**src/rtl/i2s_capture_array.sv**
```systemverilog
// i2s_capture_array: multi-line I2S receiver with a one-frame buffer drained
// as a valid/ready stream (L0, R0, L1, R1, ...).
// Optional feature macro: I2S_CAP_ARRAY_SYNC_EN adds two-flop synchronisers on
// sck_i/ws_i/sd_i for external-master operation (+2 clk on every latency).
module i2s_capture_array #(
  parameter int unsigned N_LINES  = 2,
  parameter int unsigned SAMPLE_W = 24,
  parameter int unsigned CNT_W    = 16,
  localparam int unsigned N_CH    = 2 * N_LINES,
  localparam int unsigned CHAN_W  = (N_CH > 1) ? $clog2(N_CH) : 1
) (
  input  logic                clk_i,
  input  logic                rst_i,
  input  logic                sck_i,
  input  logic                ws_i,
  input  logic [N_LINES-1:0]  sd_i,
  output logic                out_valid_o,
  input  logic                out_ready_i,
  output logic [SAMPLE_W-1:0] out_data_o,
  output logic [CHAN_W-1:0]   out_chan_o,
  output logic                out_last_o,
  output logic                overrun_o,
  output logic                frame_err_o,
  output logic [CNT_W-1:0]    ovf_cnt_o
);

  localparam int unsigned BIT_W = $clog2(SAMPLE_W + 1);

  typedef enum logic [1:0] {
    CAP_WAIT  = 2'd0,
    CAP_LEFT  = 2'd1,
    CAP_RIGHT = 2'd2
  } cap_state_e;

  typedef enum logic [1:0] {
    STR_IDLE = 2'd0,
    STR_LOAD = 2'd1,
    STR_SEND = 2'd2
  } str_state_e;

  // ---------------------------------------------------------------------------
  // Input conditioning
  // ---------------------------------------------------------------------------
  logic               sck_s;
  logic               ws_s;
  logic [N_LINES-1:0] sd_s;

`ifdef I2S_CAP_ARRAY_SYNC_EN
  logic [N_LINES+1:0] sync1_q;
  logic [N_LINES+1:0] sync2_q;

  // Two-flop synchronisers for an externally clocked I2S master.
  always_ff @(posedge clk_i) begin
    if (rst_i) begin
      sync1_q <= '0;
      sync2_q <= '0;
    end else begin
      sync1_q <= {sck_i, ws_i, sd_i};
      sync2_q <= sync1_q;
    end
  end

  assign {sck_s, ws_s, sd_s} = sync2_q;
`else
  assign sck_s = sck_i;
  assign ws_s  = ws_i;
  assign sd_s  = sd_i;
`endif

  // ---------------------------------------------------------------------------
  // Capture side
  // ---------------------------------------------------------------------------
  cap_state_e                        cap_q, cap_d;
  logic                              sck_q;
  logic                              ws_q, ws_d;
  logic [BIT_W-1:0]                  bit_cnt_q, bit_cnt_d;
  logic [N_LINES-1:0][SAMPLE_W-1:0]  shreg_q, shreg_d;
  logic [N_LINES-1:0][SAMPLE_W-1:0]  left_hold_q, left_hold_d;
  logic                              frame_done_q, frame_done_d;
  logic                              frame_err_q, frame_err_d;
  logic                              rise_c;
  logic                              slot_start_c;
  logic                              short_slot_c;

  assign rise_c       = sck_s & ~sck_q;
  assign slot_start_c = (ws_s != ws_q);
  assign short_slot_c = (cap_q != CAP_WAIT) && (bit_cnt_q != '0) &&
                        (bit_cnt_q < BIT_W'(SAMPLE_W));

  // Capture state and shift registers; everything advances only on SCK rise.
  always_ff @(posedge clk_i) begin
    if (rst_i) begin
      cap_q        <= CAP_WAIT;
      sck_q        <= 1'b0;
      ws_q         <= 1'b1;
      bit_cnt_q    <= '0;
      shreg_q      <= '0;
      left_hold_q  <= '0;
      frame_done_q <= 1'b0;
      frame_err_q  <= 1'b0;
    end else begin
      cap_q        <= cap_d;
      sck_q        <= sck_s;
      ws_q         <= ws_d;
      bit_cnt_q    <= bit_cnt_d;
      shreg_q      <= shreg_d;
      left_hold_q  <= left_hold_d;
      frame_done_q <= frame_done_d;
      frame_err_q  <= frame_err_d;
    end
  end

  // Slot tracking, MSB-first de-serialisation and short-slot detection.
  always_comb begin
    cap_d        = cap_q;
    ws_d         = ws_q;
    bit_cnt_d    = bit_cnt_q;
    shreg_d      = shreg_q;
    left_hold_d  = left_hold_q;
    frame_done_d = 1'b0;
    frame_err_d  = 1'b0;

    if (rise_c) begin
      ws_d = ws_s;
      if (slot_start_c) begin
        // The bit sampled on the start event is the previous slot's LSB.
        bit_cnt_d = '0;
        if (short_slot_c) begin
          frame_err_d = 1'b1;
          cap_d       = ws_s ? CAP_WAIT : CAP_LEFT;
        end else if (!ws_s) begin
          cap_d = CAP_LEFT;
        end else if (cap_q == CAP_LEFT) begin
          cap_d = CAP_RIGHT;
        end
      end else if ((cap_q != CAP_WAIT) && (bit_cnt_q < BIT_W'(SAMPLE_W))) begin
        bit_cnt_d = bit_cnt_q + BIT_W'(1);
        for (int unsigned n = 0; n < N_LINES; n++) begin
          shreg_d[n] = {shreg_q[n][SAMPLE_W-2:0], sd_s[n]};
        end
        if (bit_cnt_q == BIT_W'(SAMPLE_W - 1)) begin
          if (cap_q == CAP_LEFT) begin
            left_hold_d = shreg_d;
          end else begin
            frame_done_d = 1'b1;
          end
        end
      end
    end
  end

  // ---------------------------------------------------------------------------
  // Frame buffer and output stream
  // ---------------------------------------------------------------------------
  str_state_e                    str_q, str_d;
  logic [N_CH-1:0][SAMPLE_W-1:0] frame_q, frame_d;
  logic [CHAN_W-1:0]             chan_q, chan_d;
  logic                          out_valid_q, out_valid_d;
  logic [SAMPLE_W-1:0]           out_data_q, out_data_d;
  logic                          out_last_q, out_last_d;
  logic                          overrun_q, overrun_d;
  logic [CNT_W-1:0]              ovf_cnt_q, ovf_cnt_d;
  logic                          hs_c;
  logic                          last_c;
  logic                          free_c;
  logic [CHAN_W-1:0]             chan_nxt_c;

  assign hs_c       = out_valid_q & out_ready_i;
  assign last_c     = (chan_q == CHAN_W'(N_CH - 1));
  assign chan_nxt_c = chan_q + CHAN_W'(1);
  // A commit landing on the final handshake still finds the buffer free.
  assign free_c     = (str_q == STR_IDLE) || ((str_q == STR_SEND) && hs_c && last_c);

  // Stream state, frame buffer and registered outputs.
  always_ff @(posedge clk_i) begin
    if (rst_i) begin
      str_q       <= STR_IDLE;
      frame_q     <= '0;
      chan_q      <= '0;
      out_valid_q <= 1'b0;
      out_data_q  <= '0;
      out_last_q  <= 1'b0;
      overrun_q   <= 1'b0;
      ovf_cnt_q   <= '0;
    end else begin
      str_q       <= str_d;
      frame_q     <= frame_d;
      chan_q      <= chan_d;
      out_valid_q <= out_valid_d;
      out_data_q  <= out_data_d;
      out_last_q  <= out_last_d;
      overrun_q   <= overrun_d;
      ovf_cnt_q   <= ovf_cnt_d;
    end
  end

  // Commit/overrun decision and channel-by-channel drain.
  always_comb begin
    str_d       = str_q;
    frame_d     = frame_q;
    chan_d      = chan_q;
    out_valid_d = out_valid_q;
    out_data_d  = out_data_q;
    out_last_d  = out_last_q;
    overrun_d   = 1'b0;
    ovf_cnt_d   = ovf_cnt_q;

    case (str_q)
      STR_LOAD: begin
        str_d       = STR_SEND;
        out_valid_d = 1'b1;
        chan_d      = '0;
        out_data_d  = frame_q[0];
        out_last_d  = 1'b0;
      end
      STR_SEND: begin
        if (hs_c) begin
          if (last_c) begin
            str_d       = STR_IDLE;
            out_valid_d = 1'b0;
            out_last_d  = 1'b0;
          end else begin
            chan_d      = chan_nxt_c;
            out_data_d  = frame_q[chan_nxt_c];
            out_last_d  = (chan_nxt_c == CHAN_W'(N_CH - 1));
          end
        end
      end
      default: begin
        str_d = STR_IDLE;
      end
    endcase

    if (frame_done_q) begin
      if (free_c) begin
        for (int unsigned n = 0; n < N_LINES; n++) begin
          frame_d[2*n]   = left_hold_q[n];
          frame_d[2*n+1] = shreg_q[n];
        end
        str_d = STR_LOAD;
      end else begin
        overrun_d = 1'b1;
        if (ovf_cnt_q != {CNT_W{1'b1}}) begin
          ovf_cnt_d = ovf_cnt_q + CNT_W'(1);
        end
      end
    end
  end

  assign out_valid_o = out_valid_q;
  assign out_data_o  = out_data_q;
  assign out_chan_o  = chan_q;
  assign out_last_o  = out_last_q;
  assign overrun_o   = overrun_q;
  assign frame_err_o = frame_err_q;
  assign ovf_cnt_o   = ovf_cnt_q;

endmodule

```
**config.mk**
```make
export PLATFORM = sky130hd
export DESIGN_NAME = i2s_capture_array
export DESIGN_NICKNAME = d
export VERILOG_FILES = /design/src/rtl/i2s_capture_array.sv
export SDC_FILE = /design/constraint.sdc
export NUM_CORES = 1
export LEC_CHECK = 0
export CORE_AREA = 3 3 153 111
export DETAILED_ROUTE_END_ITERATION = 7
export DIE_AREA = 0 0 156 114
export PLACE_DENSITY = 0.8
export SLEW_MARGIN = 20
export SYNTH_ARGS = -nofsm -noshare
export SYNTH_HDL_FRONTEND = slang
export SYNTH_SLANG_ARGS = --single-unit
```
**constraint.sdc**
```tcl
create_clock -name clk_i -period 4.7 [get_ports clk_i]
set_clock_uncertainty 0.15 [all_clocks]
set_input_delay 1.41 -clock clk_i [delete_from_list [all_inputs] [get_ports clk_i]]
set_output_delay 1.41 -clock clk_i [all_outputs]
set_load 0.005 [all_outputs]
```
==> summary.md, run 1 <==
| Metric | Value |
|---|---|
| NetSw | 0.835 mW |
| ANT nets after route | 0 |
| Detailed placement HPWL | 13700 microns |
| Initial antenna violation count | 0 |
| Crit share post-route | 73.8% |
| Initial drt markers | 928 |
| Final setup fails | 0 |
| Power Density | between 300 and 400 nW/um^2 |
| CP Capture Type | output port |
| Met1 Usage GRT | 39.5% |
| RSZ-0062 raised after global routing | no |
| CP max-delay cell | clkdlybuf4s50_1 |
| Total wire length | 22900 microns |
| Vias after detailed routing | about 8500 |
| GRT Util Overall | 25.4% |
| Placed cells | 1416 |
| Cell family with most CP delay | buffers and inverters |
| Yosys warnings | 0 |
| Vias in the first global route | 7435 |
| Comb power frac | about 1.8% |
| Top-count cell post-synth | nand2_1 |
| Area leader, netlist | dfxtp_1 |
| Final Instance Area | 11300 sq um |
| Max-cap viol count | 0 |
| Crit path cell chain | buf_4 > clkdlybuf4s50_1 |
| Max incr delay on CP | between 600 and 700 ps |
| Area grow syn2layout | 14.1% |
| Vias/cell | 5.85 |
| GR Util met2 | 37.4% |
| Busiest layer in global routing | met1 |
| Yosys reg bits | 250 |
| Final net count | 1256 |
| # IOs | 53 |
| WS Path Type | reg2out |
| Pins Over Slew Limit | 0 |
| CP max FO | 52 |
| HP Class | reg2reg |
| Post-synth top cells | nand2_1, dfxtp_1, a21oi_1, clkbuf_1, nor2_1 |
| # Post-CTS Setup Buffers | 0 |
| Leak | approximately 3.8 nW |
| Sequential share of power | between 50% and 60% |
| Core area | 15500 sq um |
| Top-area cell type share of the netlist area | 50.6% |
| Met3 GRT Util | ~4.2% |
| Startpoint Class | flop |
| Worst slew pin tran | 984 ps |
| Largest net degree at the start of global routing | 132 |
| IO Port Bufs | 52 |
| Chip Width | 156 microns |
| Cell Area, Synth | a little under 10000 sq um |
| Hold_ws | 301 ps |
| Max VDD drop | 0.273 mV |
| CTS Root Cell | clkbuf_16 |
| DRC errors left | 0 |
| Int Pwr | 3.34 mW |
| Clock Pin Slew Worst Setup and Hold Paths | around 60 ps |
| Post-cts sizing count | 0 |
| Syn_area_per_cell | 7.98 sq um |
| Post-route setup TNS | 0 ps |
| Required time of the worst setup path | roughly 3100 ps |
| Count of cell types in the netlist | 54 |
| Dpl cell area | 10500 sq um |
| Starting Density | 64.1% |
| H-tree depth | 1 |
| Share of post-route cells with drive strength above 1 | 5.89% |
| Asr flop ratio synth | 0% |
| WP buf/inv | 2 |
| Final Hold Fails | 0 |
| Syn Nets | 1256 |
| WL per Instance | between 15 and 20 microns |
| Rows | 38 |
| 1st-pass router iterations | 8 |
| GRT overflow | 0 |
| EDFF count, synth | 0 |
| Clk pwr share | about 47% |
| Gate Count Post-Synth | 1241 |
| Clock sinks | 250 |
| Rel. slew slack | 34.4% |
| Max Fclk | around 290 MHz |
| Status | finished, final reports clean |
| Area contributors post-synth | dfxtp_1, nand2_1, a21oi_1, mux2i_1, clkbuf_1 |
| Seq/Total Area, Yosys | 50.6% |
| CTS Hold Bufs | 0 |
| Die footprint | approximately 18000 sq um |
| Final GP Congestion | just over 0.8 |
| Antenna cells | 0 |
| Total clock buffers created by CTS | 23 |
| Die H | between 100 and 150 microns |
| Global-route wire length before repair | 37800 microns |
| Clock Latency Late Sink | 500 ps |
| Fin cells | 1457 |
| Predominant post-synthesis flop cell | dfxtp_1 |
| CP arrival | about 1900 ps |
| Clock Tree Buf Depth | 3 |
| TritonCTS clock tree | done |
| Switching portion of total power | 20.0% |
| Final min period | 3470 ps |
| Power, Total | approximately 4.2 mW |
kinds of logic after synthesis:
group	Yosys count	synth area share, %
and+or+nand+nor	556	23.3
AOI/OAI and AO/OA	287	16.8
DFF	250	50.6
buffers and inverters	105	4.73
muxes	33	3.44
adders and majority gates	8	1.01
xor gates and xnor gates	2	0.177
path summary, 6_finish.rpt:
kind / startpoint / to / slack (ps) / depth (start not counted)
setup / recovery: out_chan_o[0] / out_chan_o[0] / 1230 / 2
hold / removal: left_hold_q[5] / frame_q[5] / 300 / 2
setup reg to reg: out_chan_o[0] / out_data_o[2] / 1710 / 7
hold reg to reg: left_hold_q[5] / frame_q[5] / 300 / 2
final cells by class:
type / count / area [sq um]
clock inverter: 9 / 151
sequential: 250 / 5010
clock buffer: 32 / 659
fill: 1153 / 4160
tap: 200 / 250
multi-input combinational: 886 / 4460
timing repair buffer: 71 / 727
inverter: 9 / 33.8
cell usage in the layout (no fill, tap or decap), types with 14 or more instances in the layout:
master and n:
clkdlybuf4s50_1 51, nand2_1 427, mux2i_1 25, a221oi_1 23
nor3_1 30, a21oi_1 210, buf_4 14, nor2_1 44
dfxtp_1 249, o22ai_1 23, clkbuf_16 23
through the flow:
stage,util (%),setup slack [ps]
after floorplan,-,1870
after global placement,67.8,1070
after detailed placement,67.8,990
after CTS,73.1,1220
after global routing,73.1,1150
final,73.1,1230
power by group through the flow:
stage               registers, mW  clock network (mW)  logic (mW)
global placement             2.17                   0      0.0731
global route                 2.12                2.09      0.0803
detailed placement           2.17                   0      0.0732
CTS                          2.12                2.00      0.0732
finish                       2.12                1.98      0.0736
floorplan                    2.17                   0      0.0489
registers in the layout, indices dropped and copies added, names as in the netlist, 2 cells and up:
register	flops
frame_q	96
left_hold_q	48
shreg_q	48
out_data_o	24
ovf_cnt_o	16
bit_cnt_q	5
cap_q	2
out_chan_o	2
str_q	2
worst reg2reg max path: stages (launching register included):
cell	delay, ps
dfxtp_2	320
inv_1	50
ha_2	870
buf_4	440
mux2i_1	230
o22ai_1	150
a221oi_1	560
nor3_1	100
layer usage:
| metal | vias up | wire length (microns) |
|---|---|---|
| met5 | - | 0 |
| met4 | 0 | 352 |
| met3 | 35 | 1920 |
| met2 | 328 | 9750 |
| met1 | 3957 | 10900 |
| li1 | 4202 | - |
(Power assumes the default switching activity.)
==> run 2: changes to the inputs <==
CORE_AREA = 3 3 159 115   (was 3 3 153 111)
DIE_AREA = 0 0 162 118   (was 0 0 156 114)
PLACE_DENSITY = 0.75   (was 0.8)
clock period = 3.42 ns   (was 4.7 ns; I/O delays follow)
==> run 2 against run 1 <==
  * Sequential power rose by 38%
  * Largest cell class unchanged
  * Global-route usage shrank 2.2 points
  * Hold slack about the same
  * Clock-buffer cell count grew 3
  * Routed wire length shrank 0.37%
  * Sequential cell count unchanged
==> summary.md, run 2 (synthesis results as in run 1) <==
| Metric | Value |
|---|---|
| Top Registers | frame_q: 96 flops, left_hold_q: 48 flops, shreg_q: 48 flops |
| HP Start | left_hold_q[0] |
| Largest register FFs | 96 |
| Rows | 40 |
| 1st-pass router iterations | 6 |
| Share of post-route cells with drive strength above 1 | 5.11% |
| Top reg by flops | frame_q |
| Antenna cells | 0 |
| Dpl cell area | 10500 sq um |
| Vias/cell | between 5 and 6 |
| Post-route setup TNS | 0 ps |
| Vias in the first global route | 7312 |
| Die H | 118 microns |
| Clock Pin Slew Worst Setup and Hold Paths | 60 ps |
| Global-route wire length before repair | about 37000 microns |
| Largest net degree at the start of global routing | approximately 130 |
| Final min period | roughly 2800 ps |
| TritonCTS clock tree | done |
| Initial drt markers | roughly 900 |
| IO Port Bufs | 52 |
| Clock Latency Late Sink | approximately 500 ps |
| Final GP Congestion | 0.813 |
| Crit path cell chain | clkdlybuf4s50_1 > a41oi_4 > nand3_4 > nor4b_1 > mux2_1 |
| Detailed placement HPWL | ~14000 microns |
| Cell family with most CP delay | simple AND/OR/NAND/NOR gates |
| R2R depth | 7 |
| Final Hold Fails | 0 |
| WP buf/inv | 1 |
| DRC errors left | 0 |
| CTS Hold Bufs | 0 |
| WS Path Type | in2reg |
| CP max FO | 10 |
| Crit share post-route | 82.6% |
| Pins Over Slew Limit | 0 |
| Commonest cells after routing, fill and taps aside | nand2_1, dfxtp_1, a21oi_1 |
| CP Capture Type | flop |
| R2r endpoint | out_data_o[19] |
| Clock sinks | 250 |
| Chip Width | 162 microns |
| Total wire length | 22800 microns |
| # IOs | 53 |
| Max Fclk | 354 MHz |
| GRT overflow | 0 |
| Multi-input logic area | 4460 sq um |
| CTS Root Cell | clkbuf_16 |
| Final setup fails | 0 |
| Reg-to-Reg Start | str_q[0] |
| R2r setup slk | 770 ps |
| ANT nets after route | 0 |
| Core area | approximately 17000 sq um |
| Total clock buffers created by CTS | 23 |
| GRT Util Overall | about a quarter |
| Hold path endpoint | frame_q[0] |
| Required time of the worst setup path | 3650 ps |
| HP Class | reg2reg |
| Initial antenna violation count | 1 |
| Worst Hold Depth | 2 |
| CP arrival | 3060 ps |
| Starting Density | 58.5% |
| Max incr delay on CP | 510 ps |
| Final Instance Area | 11200 sq um |
| Max-cap viol count | 0 |
| Most common cell after layout, fill and taps aside | nand2_1 |
| Final net count | 1253 |
| Area grow syn2layout | 13.3% |
| Util after Layout | 66.3% |
| Hold_ws | 301 ps |
| Power Density | 484 nW/um^2 |
| Leak | 3.73 nW |
| WL per Instance | 15.4 microns |
| Stages on worst setup path | 5 |
| RSZ-0062 raised after global routing | no |
| Die footprint | roughly 19000 sq um |
| # Post-CTS Setup Buffers | 0 |
| Post-cts sizing count | 0 |
| Max VDD drop | around 0.28 mV |
| Startpoint Class | input pin |
| Vias after detailed routing | approximately 8400 |
| Fillers | between 1000 and 1500 |
| Status | finished, final reports clean |
| H-tree depth | 1 |
| Rel. slew slack | 27.8% |
| CP max-delay cell | clkdlybuf4s50_1 |
| Clock Tree Buf Depth | 3 |
| FF+latch area | 5010 sq um |
| Worst slew pin tran | 1080 ps |
run 2: cell count changes in the layout (fill, tap and decap cells not counted), sizes merged:
cell / delta
bufinv: -3
clkinvlp: -1
buf: -3
clkbuf: +3
run 2: how the worst max path moves through the flow:
stage                  startpoint              to  slack, ps
global route          out_ready_i    ovf_cnt_o[9]        570
floorplan           out_chan_o[0]  out_data_o[14]        880
detailed placement    out_ready_i    ovf_cnt_o[9]        210
CTS                   out_ready_i    ovf_cnt_o[9]        650
global placement      out_ready_i  out_data_o[22]        260
finish                out_ready_i    ovf_cnt_o[9]        590
run 2: area by class of cell:
cell class / count / share of cell area [%]
well taps: 231 / 2.58
repair buffers: 68 / 6.51
multi-input cells: 886 / 39.8
clock inverters: 5 / 0.446
inverters: 9 / 0.301
flip-flops and latches: 250 / 44.6
clock buffers: 35 / 5.71
run 2: per-stage QoR:
stage               worst slack [ps]  total power [mW]  instances
finish                           594              5.43       1484
global route                     567              5.58       1484
CTS                              649              5.46       1484
detailed placement               214              3.09       1444
global placement                 263              3.09       1444
floorplan                        882              3.05       1241
run 2: worst register-to-register path, delay by kind of cell, from the launching register on:
kind,cells,cell delay (ps)
flip-flops,1,320
AND/OR/NAND/NOR,1,230
adder cells (fa/ha/maj),1,270
buffers and inverters,3,600
AO/OA/AOI/OAI,2,1000
run 2: report_power, final:
part	leakage [nW]	internal (mW)	total [mW]	switching [mW]
combinational	1.37	0.0246	0.104	0.0791
clock	0.339	1.36	2.40	1.04
sequential	2.01	2.91	2.92	0.00419
total	3.73	4.30	5.43	1.12
run 2: routing by layer:
layer | vias up | track usage [%] | wire length, microns
met4 | 2 | 4.05 | 328
met2 | 291 | 33.0 | 9360
met1 | 3891 | 37.4 | 11400
li1 | 4173 | - | -
met5 | - | 0 | 13
met3 | 29 | 3.73 | 1730
